## config.mk

```make
export PLATFORM = sky130hd
export DESIGN_NAME = vec_read_arbiter
export DESIGN_NICKNAME = d
export VERILOG_FILES = /design/src/rtl/tinyml_buf_pkg.sv /design/src/rtl/rr_arbiter.sv /design/src/rtl/vec_read_arbiter.sv
export SDC_FILE = /design/constraint.sdc
export NUM_CORES = 1
export LEC_CHECK = 0
export BUFFER_PORTS_ARGS = -buffer_cell sky130_fd_sc_hd__buf_4
export CORE_AREA = 3 3 229 231
export CTS_BUF_LIST = sky130_fd_sc_hd__clkbuf_8
export CTS_CLUSTER_SIZE = 8
export DETAILED_ROUTE_END_ITERATION = 8
export DIE_AREA = 0 0 232 234
export PLACE_DENSITY_LB_ADDON = 0.2
export SLEW_MARGIN = 20
export SYNTH_ARGS = -nofsm -noshare
export SYNTH_HDL_FRONTEND = slang
export SYNTH_SLANG_ARGS = --single-unit
export TNS_END_PERCENT = 1
```

## constraint.sdc

```tcl
create_clock -name clk -period 13.2 [get_ports clk]
set_input_delay 1.32 -clock clk [delete_from_list [all_inputs] [get_ports clk]]
set_output_delay 1.32 -clock clk [all_outputs]
set_load 0.05 [all_outputs]
```

## src/rtl/tinyml_buf_pkg.sv

```systemverilog
// Shared types for the tinyml buffer controller and its read-port arbiters.
package tinyml_buf_pkg;

    localparam int BUF_ID_W       = 5;
    localparam int TILE_ELEMS_DEF = 32;
    localparam int DATA_WIDTH_DEF = 8;

    typedef logic signed [DATA_WIDTH_DEF-1:0] tile_t [TILE_ELEMS_DEF];

    typedef enum logic [1:0] {
        ARB_IDLE,
        ARB_REWIND,
        ARB_ISSUE,
        ARB_DRAIN
    } arb_state_e;

endpackage

```

## src/rtl/rr_arbiter.sv

```systemverilog
// Round-robin picker: the search starts at ptr and wraps, returning a one-hot winner and its index.
module rr_arbiter #(
    parameter int N = 3
) (
    input  logic [N-1:0]         req,
    input  logic [$clog2(N)-1:0] ptr,
    output logic                 any,
    output logic [N-1:0]         win_oh,
    output logic [$clog2(N)-1:0] win_idx
);

    localparam int IW = $clog2(N);

    function automatic logic [IW-1:0] rot(input logic [IW-1:0] p, input int off);
        int s;
        s = int'(p) + off;
        if (s >= N) s = s - N;
        return IW'(s);
    endfunction

    assign any = |req;

    // Walk from the farthest offset down so the closest requester to ptr wins last.
    always_comb begin
        win_oh  = '0;
        win_idx = '0;
        for (int i = N - 1; i >= 0; i--) begin
            if (req[rot(ptr, i)]) begin
                win_oh              = '0;
                win_oh[rot(ptr, i)] = 1'b1;
                win_idx             = rot(ptr, i);
            end
        end
    end

endmodule

```

## src/rtl/vec_read_arbiter.sv

```systemverilog
// Burst-granting arbiter for the shared vector-buffer read port; issues reads and routes returns.
// state  | meaning
// IDLE   | waiting for a request, round-robin pick on any req
// REWIND | one-cycle cache clear before the burst
// ISSUE  | one read enable per cycle until the tile count expires
// DRAIN  | waiting for outstanding returns to come back
module vec_read_arbiter
    import tinyml_buf_pkg::*;
#(
    parameter int NUM_REQ      = 3,
    parameter int DATA_WIDTH   = 8,
    parameter int TILE_ELEMS   = 32,
    parameter int READ_LATENCY = 2,
    parameter int LEN_W        = 10
) (
    input  logic                                    clk,
    input  logic                                    rst,
    input  logic [NUM_REQ-1:0]                      req,
    input  logic [NUM_REQ-1:0][BUF_ID_W-1:0]        req_buf_id,
    input  logic [NUM_REQ-1:0][LEN_W-1:0]           req_len,
    input  logic [NUM_REQ-1:0]                      req_rewind,
    output logic [NUM_REQ-1:0]                      gnt,
    output logic [NUM_REQ-1:0]                      rsp_valid,
    output logic [NUM_REQ-1:0]                      rsp_last,
    output logic [NUM_REQ-1:0]                      rsp_done,
    output logic signed [TILE_ELEMS*DATA_WIDTH-1:0] rsp_tile,
    output logic                                    buf_rd_en,
    output logic [BUF_ID_W-1:0]                     buf_rd_id,
    output logic                                    buf_clr_cache,
    input  logic [TILE_ELEMS*DATA_WIDTH-1:0]        buf_rd_tile,
    input  logic                                    buf_rd_valid,
    output logic                                    busy
);

    localparam int IW   = $clog2(NUM_REQ);
    localparam int IF_W = $clog2(READ_LATENCY + 2);

    arb_state_e           state, state_nxt;
    logic [IW-1:0]        rr_ptr, win_idx;
    logic [NUM_REQ-1:0]   win_oh, owner;
    logic                 any_req;
    logic [BUF_ID_W-1:0]  id_q;
    logic [LEN_W-1:0]     tile_cnt, ret_cnt, sel_len;
    logic [IF_W-1:0]      inflight;
    logic                 zero_len, sel_rew;
    logic                 issue, accept, drain_done;

    rr_arbiter #(.N(NUM_REQ)) u_rr (
        .req     (req),
        .ptr     (rr_ptr),
        .any     (any_req),
        .win_oh  (win_oh),
        .win_idx (win_idx)
    );

    assign sel_len    = req_len[win_idx];
    assign sel_rew    = req_rewind[win_idx];
    assign issue      = (state == ARB_ISSUE);
    // Returns are only owned while some are still expected; stray ones are dropped.
    assign accept     = buf_rd_valid && (ret_cnt != '0);
    assign drain_done = (inflight == '0) || ((inflight == IF_W'(1)) && accept);

    always_ff @(posedge clk or posedge rst) begin
        if (rst) state <= ARB_IDLE;
        else     state <= state_nxt;
    end

    always_comb begin
        state_nxt = state;
        case (state)
            ARB_IDLE: begin
                if (any_req) begin
                    if (sel_len == '0)  state_nxt = ARB_DRAIN;
                    else if (sel_rew)   state_nxt = ARB_REWIND;
                    else                state_nxt = ARB_ISSUE;
                end
            end
            ARB_REWIND: state_nxt = ARB_ISSUE;
            ARB_ISSUE:  if (tile_cnt == LEN_W'(1)) state_nxt = ARB_DRAIN;
            ARB_DRAIN:  if (drain_done) state_nxt = ARB_IDLE;
            default:    state_nxt = ARB_IDLE;
        endcase
    end

    always_comb begin
        buf_rd_en     = issue;
        buf_rd_id     = issue ? id_q : '0;
        buf_clr_cache = (state == ARB_REWIND);
        busy          = (state != ARB_IDLE);
    end

    always_ff @(posedge clk or posedge rst) begin
        if (rst) begin
            rr_ptr    <= '0;
            owner     <= '0;
            id_q      <= '0;
            tile_cnt  <= '0;
            ret_cnt   <= '0;
            inflight  <= '0;
            zero_len  <= 1'b0;
            gnt       <= '0;
            rsp_valid <= '0;
            rsp_last  <= '0;
            rsp_done  <= '0;
            rsp_tile  <= '0;
        end else begin
            gnt       <= '0;
            rsp_valid <= '0;
            rsp_last  <= '0;
            rsp_done  <= '0;
            inflight  <= inflight + IF_W'(issue) - IF_W'(accept);
            if (state == ARB_IDLE && any_req) begin
                gnt      <= win_oh;
                owner    <= win_oh;
                id_q     <= req_buf_id[win_idx];
                tile_cnt <= sel_len;
                ret_cnt  <= sel_len;
                zero_len <= (sel_len == '0);
                if (win_idx == IW'(NUM_REQ - 1)) rr_ptr <= '0;
                else                             rr_ptr <= win_idx + IW'(1);
            end
            if (issue) tile_cnt <= tile_cnt - LEN_W'(1);
            if (accept) begin
                rsp_tile  <= buf_rd_tile;
                rsp_valid <= owner;
                ret_cnt   <= ret_cnt - LEN_W'(1);
                if (ret_cnt == LEN_W'(1)) begin
                    rsp_last <= owner;
                    rsp_done <= owner;
                end
            end
            // Empty bursts complete on their single DRAIN cycle with done alone.
            if (state == ARB_DRAIN && zero_len) begin
                rsp_done <= owner;
                zero_len <= 1'b0;
            end
        end
    end

`ifndef SYNTHESIS
    logic stray_rd_valid;
    always_ff @(posedge clk or posedge rst) begin
        if (rst) stray_rd_valid <= 1'b0;
        else     stray_rd_valid <= stray_rd_valid | (buf_rd_valid && (ret_cnt == '0));
    end
`endif

endmodule
```

; Yosys cells after proc, flatten, opt, wreduce, memory -nomap -nowiden
; Cells that the tools add are included.
[classes]
n_addsub = 10
order_cmp = 13
n_eq_ne = 10
mux = 48
reduce_logical = 18
[op_table]
columns = cell, count
row1 = 2-to-1 mux 10 bit, 4
row2 = 2-to-1 mux 2 bit, 15
row3 = 2-to-1 mux 3 bit, 8
row4 = < comparator 2 x 3 -> 1 bit (second input constant), 7
row5 = binary-select mux 10 bit (select 2 bit), 1
row6 = equality test 10 x 1 -> 1 bit (second input constant), 2
row7 = subtractor 10 x 1 -> 10 bit (second input constant), 2
row8 = binary-select mux 5 bit (select 2 bit), 1
row9 = zero test 10 bit, 1
row10 = 2-to-1 mux 5 bit, 2
row11 = nonzero test 10 bit, 1
row12 = 2-to-1 mux 1 bit, 9
row13 = binary-select mux 1 bit (select 2 bit), 4
row14 = case mux 2 bit (4 select lines), 1
row15 = nonzero test 2 bit, 4
row16 = logical AND 1 bit, 7
row17 = demux 1 bit (select 2 bit), 3
row18 = equality test 2 bit (second input constant), 3
row19 = >= comparator 2 x 1 -> 1 bit (second input constant), 3
row20 = >= comparator 3 x 2 -> 1 bit (second input constant), 2
row21 = equality test 2 x 1 -> 1 bit (second input constant), 2
row22 = zero test 2 bit, 2
row23 = != test 2 bit (second input constant), 2
row24 = subtractor 2 x 1 -> 2 bit (second input constant), 2
row25 = 11 further kinds, 11
[totals]
reg_bits = 303
inputBits = 310
out_inout_bits = 276
word_cells = 112

; Longest topological paths before layout
; Gate-level depths: netlist of the first run.
[logic_depth]
word_depth = 14
ltp_mapped = 13
mapped_depth_nobuf = 10

; Hierarchy
; A second synthesis of the first run with hierarchy kept.
[hier_totals]
cells_unflattened = 1427
area_unflattened_um2 = 12640.9
[by_module_without_submodules]
columns = module, n_inst, cells_per_inst, area_per_inst_um2, seq_area_each_um2
row1 = vec_read_arbiter, 1, 1374, 12281.8, 7582.3
row2 = rr_arbiter, 1, 53, 359.1, 0.0

; Worst setup path after synthesis of the first run
; No wires, ideal clock.
[synth_path]
path_kind = input to register
from = in req[2]
to = reg state[0]
setup_time_ns = 0.084
t_arrival_ns = 3.504
required_time_ns = 13.116
path_slack_ns = 9.612
cell_stages = 9
path_buffers = 2
cell_sequence = buf_6 a21bo_4 a221oi_2 a311oi_4 buf_6 a31oi_1 or4_1 or4_4 a41oi_2
[synth_via]
elab_chain_len = 11
word_cells_on_any_way = 21
cone_classes = 1 x eq/ne / 17 x mux / 3 x reduce/logical
[synth_lines]
columns = item, line
row1 = "start, declared", vec_read_arbiter.sv:18  ; input logic [NUM_REQ-1:0] req,
row2 = binary-select mux 1 bit (select 2 bit), rr_arbiter.sv:28  ; if (req[rot(ptr, i)]) begin
row3 = 2-to-1 mux 1 bit (not written as such), rr_arbiter.sv:28
row4 = 2-to-1 mux 2 bit (3 in series), rr_arbiter.sv:28
row5 = binary-select mux 10 bit (select 2 bit) or binary-select mux 1 bit (select 2 bit) (tied branches), "vec_read_arbiter.sv:56, vec_read_arbiter.sv:57"
row6 = 2-to-1 mux 10 bit (not written as such) or 2-to-1 mux 1 bit (tied branches), "vec_read_arbiter.sv:56, vec_read_arbiter.sv:57"
row7 = zero test 10 bit or 2-to-1 mux 2 bit (tied branches), "vec_read_arbiter.sv:73, vec_read_arbiter.sv:74"
row8 = 2-to-1 mux 2 bit, vec_read_arbiter.sv:73  ; if (sel_len == '0) state_nxt = ARB_DRAIN;
row9 = 2-to-1 mux 2 bit, vec_read_arbiter.sv:72  ; if (any_req) begin
row10 = case mux 2 bit (4 select lines), vec_read_arbiter.sv:70  ; case (state)
row11 = "end signal, assigned", vec_read_arbiter.sv:65  ; else state <= state_nxt;
row12 = "end, declared", vec_read_arbiter.sv:38  ; arb_state_e state, state_nxt;
; Parallel ways exist; a longest one is shown, timed or not. The select of a mux whose other input is x is not followed.
; A chain may end at the register's enable or synchronous reset.

; Worst setup path in the final report of the first run
[layout_path]
from = reg ret_cnt[0]
to = reg ret_cnt[7]
[layout_via]
elab_chain_len = 3
word_cells_on_any_way = 5
cone_classes = 1 x add/sub / 1 x mux / 3 x reduce/logical
[layout_lines]
columns = item, line
row1 = "start, declared", vec_read_arbiter.sv:43  ; logic [LEN_W-1:0] tile_cnt, ret_cnt, sel_len;
row2 = "start signal, assigned", vec_read_arbiter.sv:117  ; ret_cnt <= sel_len;
row3 = "start signal, assigned", vec_read_arbiter.sv:126  ; ret_cnt <= ret_cnt - LEN_W'(1);
row4 = branches (longest 3 deep; another with subtractor 10 x 1 -> 10 bit), -
; Parallel ways; which one is timed is not known.

==> results of run 1 <==
where the power goes:
group	switching (mW)	internal, mW
combinational	0.720	0.366
clock	0.397	0.487
sequential	0.0886	1.06
cells by family after synthesis:
kind of cell,synth area share [%]
and+or+nand+nor,28.3
DFF,60.5
AOI/OAI and AO/OA,5.25
buffers and inverters,3.01
muxes,1.20
adders and majority gates,1.40
xor gates and xnor gates,0.280
worst max-delay path by stage:
stage,to,cells after the start
after global routing,ret_cnt[7],10
final,ret_cnt[7],10
after CTS,ret_cnt[7],9
after global placement,inflight[1],9
after floorplan,gnt[0],1
after detailed placement,ret_cnt[7],7
tightest hold or removal path, cell delays in order, from the launching register on:
cell     delay [ps]
dfrtp_1         340
nand2_1          50
nand2_1          50
cell usage after synthesis (2+ instances only):
master    count
nand2_1     796
dfrtp_1     303
clkbuf_1     65
nor2_1       31
nand3_1      19
and2_1       15
inv_1        15
mux2i_1      15
o21ai_0      15
a21oi_1      14
ha_1         14
a21o_1        9
o211ai_1      9
a31oi_1       8
nand2b_1      7
a211oi_1      5
nor3_1        5
and3_1        4
buf_6         4
o21a_1        4
o22ai_1       4
or4_1         4
nand3b_1      3
nor4_1        3
o21ai_1       3
xnor2_1       3
a31o_2        2
buf_1         2
buf_4         2
o221a_2       2
o311ai_0      2
o31ai_1       2
routing by layer:
layer	wire length (µm)	up-vias
met5	0	-
met4	1230	0
met3	3720	65
met2	22100	413
met1	17400	5423
li1	-	5619
final cells by class:
| cell class | instances | share of cell area (%) |
|---|---|---|
| Sequential cell | 303 | 40.6 |
| Multi-Input combinational cell | 1021 | 24.5 |
| Antenna cell | 2 | 0.0268 |
| Clock buffer | 69 | 5.08 |
| Inverter | 16 | 0.402 |
| Clock inverter | 26 | 0.756 |
| Tap cell | 672 | 4.50 |
| Timing Repair Buffer | 595 | 24.2 |
state kept, by name, summed over array words and instances, names as in the netlist, 2 cells and up:
signal     flops
rsp_last       3
rr_ptr         2
rsp_done       3
ret_cnt       10
owner          3
rsp_valid      3
state          2
rsp_tile     256
gnt            3
inflight       2
tile_cnt      10
id_q           5
metrics by stage:
stage                     utilization (%)  setup slack (ps)  area (µm²)  std cells
after floorplan                         -              3510       12500       1414
after global placement               34.9              8950       17500       2605
after detailed placement             34.9              8910       17500       2605
after CTS                            37.1              9390       18600       2700
after global routing                 37.2              9070       18700       2704
final                                37.2              9330       18700       2704
==> flow_summary.ini, run 1 <==
[power_and_ir_drop]
p_leak_nw = 10.2
vdd_ir_drop_max_uv = 113
finalPower_mw = 3.12
pwr_density_cell_nw_per_um2 = 167

[sta]
tightestPinTransition_ps = 997
report.final.slew_viol_count = 0
max_freq_mhz = 259
holdWs_ps = 470
clock_skew_ps = 35.5
timing.final.crit_share_pct = 29.3
slew-limit-headroom_pct = 33.6
setup-tns-final_ps = 0
setup_viol = 0
rsz0062_at_grt = no
finalCriticalPeriod_ps = 3870
timing.final.hold_violations = 0

[placement]
dp_hpwl_um = 32000
gp_congestion = 0.801
io_buffers = 585

[die]
start_util_pct = 24.9
io_pins = 586
coreArea_um2 = 50300
rows = 82
die_h_um = 234
die_area_um2 = 54300
die_x_um = 232

[detailed_routing]
via_per_inst = 4.26
drc_errors = 0
vias = 11500
drt_iter0_drc = 510
drt_wl_total_um = 44400
avgRoutedWirePerCell_um = 16.4
ant_nets = 0
first_pass_iters = 5

[logic_synthesis]
async_reset_ff_share_pct = 100
netlist_area_um2 = 12500
yosys.area.top_type_share_pct = 60.5
ys_ff_latch = 303
yosys.area.top_type = dfrtp_1
netlist_instances = 1414
synth_area_leaders = dfrtp_1 61%, nand2_1 24%, clkbuf_1 1.9%, ha_1 1.4%, mux2i_1 1.2%
synthFlopType = dfrtp_1
synth.distinct_cells = 57
yosysSeqAreaShare_pct = 60.5
syn_nets = 1738
yosysWarnings = 0
post_synth.cell_area_avg_um2 = 8.86
synth_edf_count = 0

[run]
drv_cap = 0

[finish]
seqCellArea_um2 = 7580
n_fill_cell = 5243
area_growth_pct = 49.2
most-common-layout-cells = 796 x nand2_1, 592 x buf_4, 303 x dfrtp_1
nets = 2317
final_layout_size_suffix_gt1_share_pct = 34.0
final_common_cell = nand2_1
multi_input_area_um2 = 4580

[critical_path]
r2r_cells = 10
r2r_start = ret_cnt[0]
critPathCaptureType = flip-flop
crit_start = ret_cnt[0]
ff2ff_setup_slack_ps = 9330
r2r-end = ret_cnt[7]
crit_path_top_delay_cell = buf_4
critical_path.max_stage_delay_ps = 810
cp.arrival_ps = 4330
worstPathCellList = inv_1 > ha_1 > nand2_1 > o31ai_4 > inv_8 > buf_16 > buf_4 > nand4_1 > o311ai_0 > nand3_1
cp_max_fo = 131
cp_data_required_time_ps = 13660
worstSetupPathType = flip-flop to flip-flop
critPathLaunchType = flip-flop
crit_family = buffers and inverters
cp_num_buf_inv = 4

[hold_path]
min_path_cells = 2
min_path_type = flip-flop to flip-flop
hold_end = rsp_tile[85]
min-delay-start = rsp_tile[85]

[global_routing]
grt_max_degree = 202
grtUsageMet1_pct = 18.3
grt_overflow = 0
grt_most_used_layer = met2
grt.met2_usage_pct = 26.2
antenna_found_initial = 2
grt_pass1_wl_um = 66000
grt_pass1_vias = 11600
track_usage_pct = 15.4
met3_usage_pct = 5.20

[clock_network]
worstSkewPairLatency_ps = 630
hold_buffers = 0
cts_made_buffers = 56
cts_tree = yes
cts_setup_buffers = 0
clk_pin_slew_ps = 60
root_buffer = clkbuf_8
cts_resized = 0
cts.path.max_buffers = 3
cts_sinks = 303
cts.htree.levels = 2

[status]
status = finished clean
Power figures use the tool's default switching activity.
==> run 2, diff against run 1 <==
ABC_AREA = 1   (was unset)
CORE_AREA = 3 3 230 232   (was 3 3 229 231)
DIE_AREA = 0 0 233 235   (was 0 0 232 234)
clock period = 3.7 ns   (was 13.2 ns; I/O delays follow)
==> flow_summary.ini, run 2 <==
[status]
status = finished clean

[sta]
setup-tns-final_ps = 0
slew-limit-headroom_pct = 21.2
setup_slack_ps = 707
tightestPinTransition_ps = 1180
report.final.slew_viol_count = 0
max_freq_mhz = 334
finalCriticalPeriod_ps = 2990
rsz0062_at_grt = no
clock_skew_ps = 12.8
timing.final.crit_share_pct = 80.9
timing.final.hold_violations = 0
setup_viol = 0

[die]
die_area_um2 = 54800
io_pins = 586
coreArea_um2 = 51200
die_h_um = 235
die_x_um = 233
rows = 83
start_util_pct = 24.7

[clock_network]
cts.path.max_buffers = 3
hold_buffers = 264
cts_setup_buffers = 0
worstSkewPairLatency_ps = 630
cts_tree = yes
cts.htree.levels = 2
cts_resized = 0
root_buffer = clkbuf_8
clk_pin_slew_ps = 60
cts_made_buffers = 55
cts_sinks = 303

[logic_synthesis]
yosysWarnings = 0
synth_area_leaders = dfrtp_1 60%, nand2_1 25%, inv_1 2.0%, nand3_1 1.8%, ha_1 1.4%
yosys.area.top_type = dfrtp_1
syn_nets = 1822
synth_edf_count = 0
yosysSeqAreaShare_pct = 59.9
netlist_area_um2 = 12700
yosysMostFrequentCell = nand2_1
synth.distinct_cells = 40
netlist_instances = 1498
yosys.area.top_type_share_pct = 59.9
async_reset_ff_share_pct = 100
post_synth.cell_area_avg_um2 = 8.45
ys_ff_latch = 303
synth_commonest_cells = 849 x nand2_1, 303 x dfrtp_1, 67 x inv_1, 45 x nand3_1, 42 x clkbuf_1
synthFlopType = dfrtp_1

[global_routing]
grt_pass1_vias = 13700
met3_usage_pct = 5.80
grt.met2_usage_pct = 29.5
antenna_found_initial = 4
grt_max_degree = 202
grt_pass1_wl_um = 77100
grt_most_used_layer = met2
grt_overflow = 0
track_usage_pct = 17.7
grtUsageMet1_pct = 21.6

[power_and_ir_drop]
pwr_density_cell_nw_per_um2 = 587
p_leak_nw = 11.6
finalPower_mw = 12.7
switching_share_pct = 41.7
seqPwrFrac_pct = 33.3
vdd_ir_drop_max_uv = 336
p_switching_mw = 5.28
comb_power_share_pct = 40.5
intPower_mw = 7.38
pwr-share-clk_pct = 26.2

[run]
drv_cap = 0

[detailed_routing]
ant_nets = 0
drc_errors = 0
first_pass_iters = 6
avgRoutedWirePerCell_um = 16.3
vias = 13100
via_per_inst = 4.27
drt_wl_total_um = 49900
drt_iter0_drc = 632

[critical_path]
worstPathCellList = inv_1 > ha_1 > inv_2 > nand2_2 > nand2_2 > nand2_2 > o211ai_1 > nand2_1 > nand2_1 > nand2_2 > inv_2 > nor2_2 > o21ai_0 > o211ai_1 > dlygate4sd3_1
cp_max_fo = 16
cpMostUsedCell = nand2_2
cp_num_buf_inv = 4
r2r_start = rr_ptr[0]
crit_path_top_delay_cell = dlygate4sd3_1
crit_family = buffers and inverters
cp.arrival_ps = 3550
crit_start = rr_ptr[0]
critPathCaptureType = flip-flop
critPathLaunchType = flip-flop
critical_path.max_stage_delay_ps = 560
worstSetupPathType = flip-flop to flip-flop
cp_data_required_time_ps = 4260

[finish]
reg_top3 = rsp_tile: 256 flops, ret_cnt: 10 flops, tile_cnt: 10 flops
nets = 2671
top_register = rsp_tile
final_common_cell = nand2_1
area_growth_pct = 70.4
final_layout_size_suffix_gt1_share_pct = 29.9
largest_register_ffs = 256
most-common-layout-cells = 848 x nand2_1, 589 x buf_4, 303 x dfrtp_1

[placement]
gp_congestion = 0.874
io_buffers = 585
dp_hpwl_um = 34800
place_ws_ps = 1070

[hold_path]
min-delay-start = req_buf_id[1]
min_path_type = input port to flip-flop
## run 2: cell count changes after synthesis, sizes merged, moves of 10 or more
| cell | change |
|---|---|
| and2 | -15 |
| nor2 | +10 |
| inv | +55 |
| buf | +17 |
| mux2i | -15 |
| clkbuf | -23 |
| nand2 | +64 |
| nand3 | +31 |
## run 2: cells by family after synthesis
kind of cell | share of synthesized area [%]
buffers and inverters | 4.56
AOI/OAI and AO/OA | 3.40
DFF | 59.9
adders and majority gates | 1.38
xor gates and xnor gates | 0.346
and+or+nand+nor | 30.4
## run 2: worst register-to-register path: cells and delay by family (launching register included)
family / cells / cell delay, ps
compound gates: 3 / 410
fa+ha+maj: 1 / 350
buf+inv: 4 / 950
flops: 1 / 380
simple gates: 7 / 850
## run 2: metal layers
layer | routed length (µm) | part of all wire [%] | vias to the layer above
met5 | 34 | 0.068 | -
li1 | - | - | 6307
met3 | 4390 | 8.8 | 93
met2 | 23900 | 48 | 509
met1 | 20200 | 41 | 6179
met4 | 1400 | 2.8 | 6
## run 2: path summary, 6_finish.rpt
| check | endpoint | slack (ps) | depth (start not counted) |
|---|---|---|---|
| worst min-delay path | id_q[1] | 70 | 3 |
| worst max-delay path | id_q[3] | 710 | 15 |
| worst max register to register | id_q[3] | 710 | 15 |
| min in group asynchronous | rsp_tile[115] | 310 | 3 |
| worst min register to register | rsp_tile[42] | 470 | 2 |
| max in group asynchronous | gnt[2] | 2590 | 4 |
## run 2: area by class of cell
type                            count  area, µm²
Clock inverter                     25        145
Timing Repair Buffer              860       7200
Antenna cell                        1       2.50
Sequential cell                   303       7580
Tap cell                          680        851
Fill cell                        4983      29600
Clock buffer                       73       1000
Multi-Input combinational cell   1055       4510
Inverter                           72        282
## run 2: power by group through the flow
stage / Combinational (mW) / Sequential (mW) / Clock [mW]
2_1_floorplan: 2.14 / 5.42 / 0
3_3_place_gp: 4.82 / 4.25 / 0
3_5_place_dp: 4.88 / 4.26 / 0
4_1_cts: 5.15 / 4.21 / 3.46
5_1_grt: 5.57 / 4.29 / 3.61
6_report: 5.13 / 4.22 / 3.31
## run 2: per-stage QoR
| stage | area, µm² | hold WS (ps) | cells | util (%) |
|---|---|---|---|---|
| after global placement | 17800 | 462 | 2705 | 34.7 |
| after global routing | 21600 | 41.2 | 3069 | 42.2 |
| after detailed placement | 17800 | 425 | 2706 | 34.7 |
| after CTS | 21600 | 6.29 | 3068 | 42.1 |
| final | 21600 | 73.6 | 3069 | 42.2 |
| after floorplan | 12700 | 476 | 1498 | - |
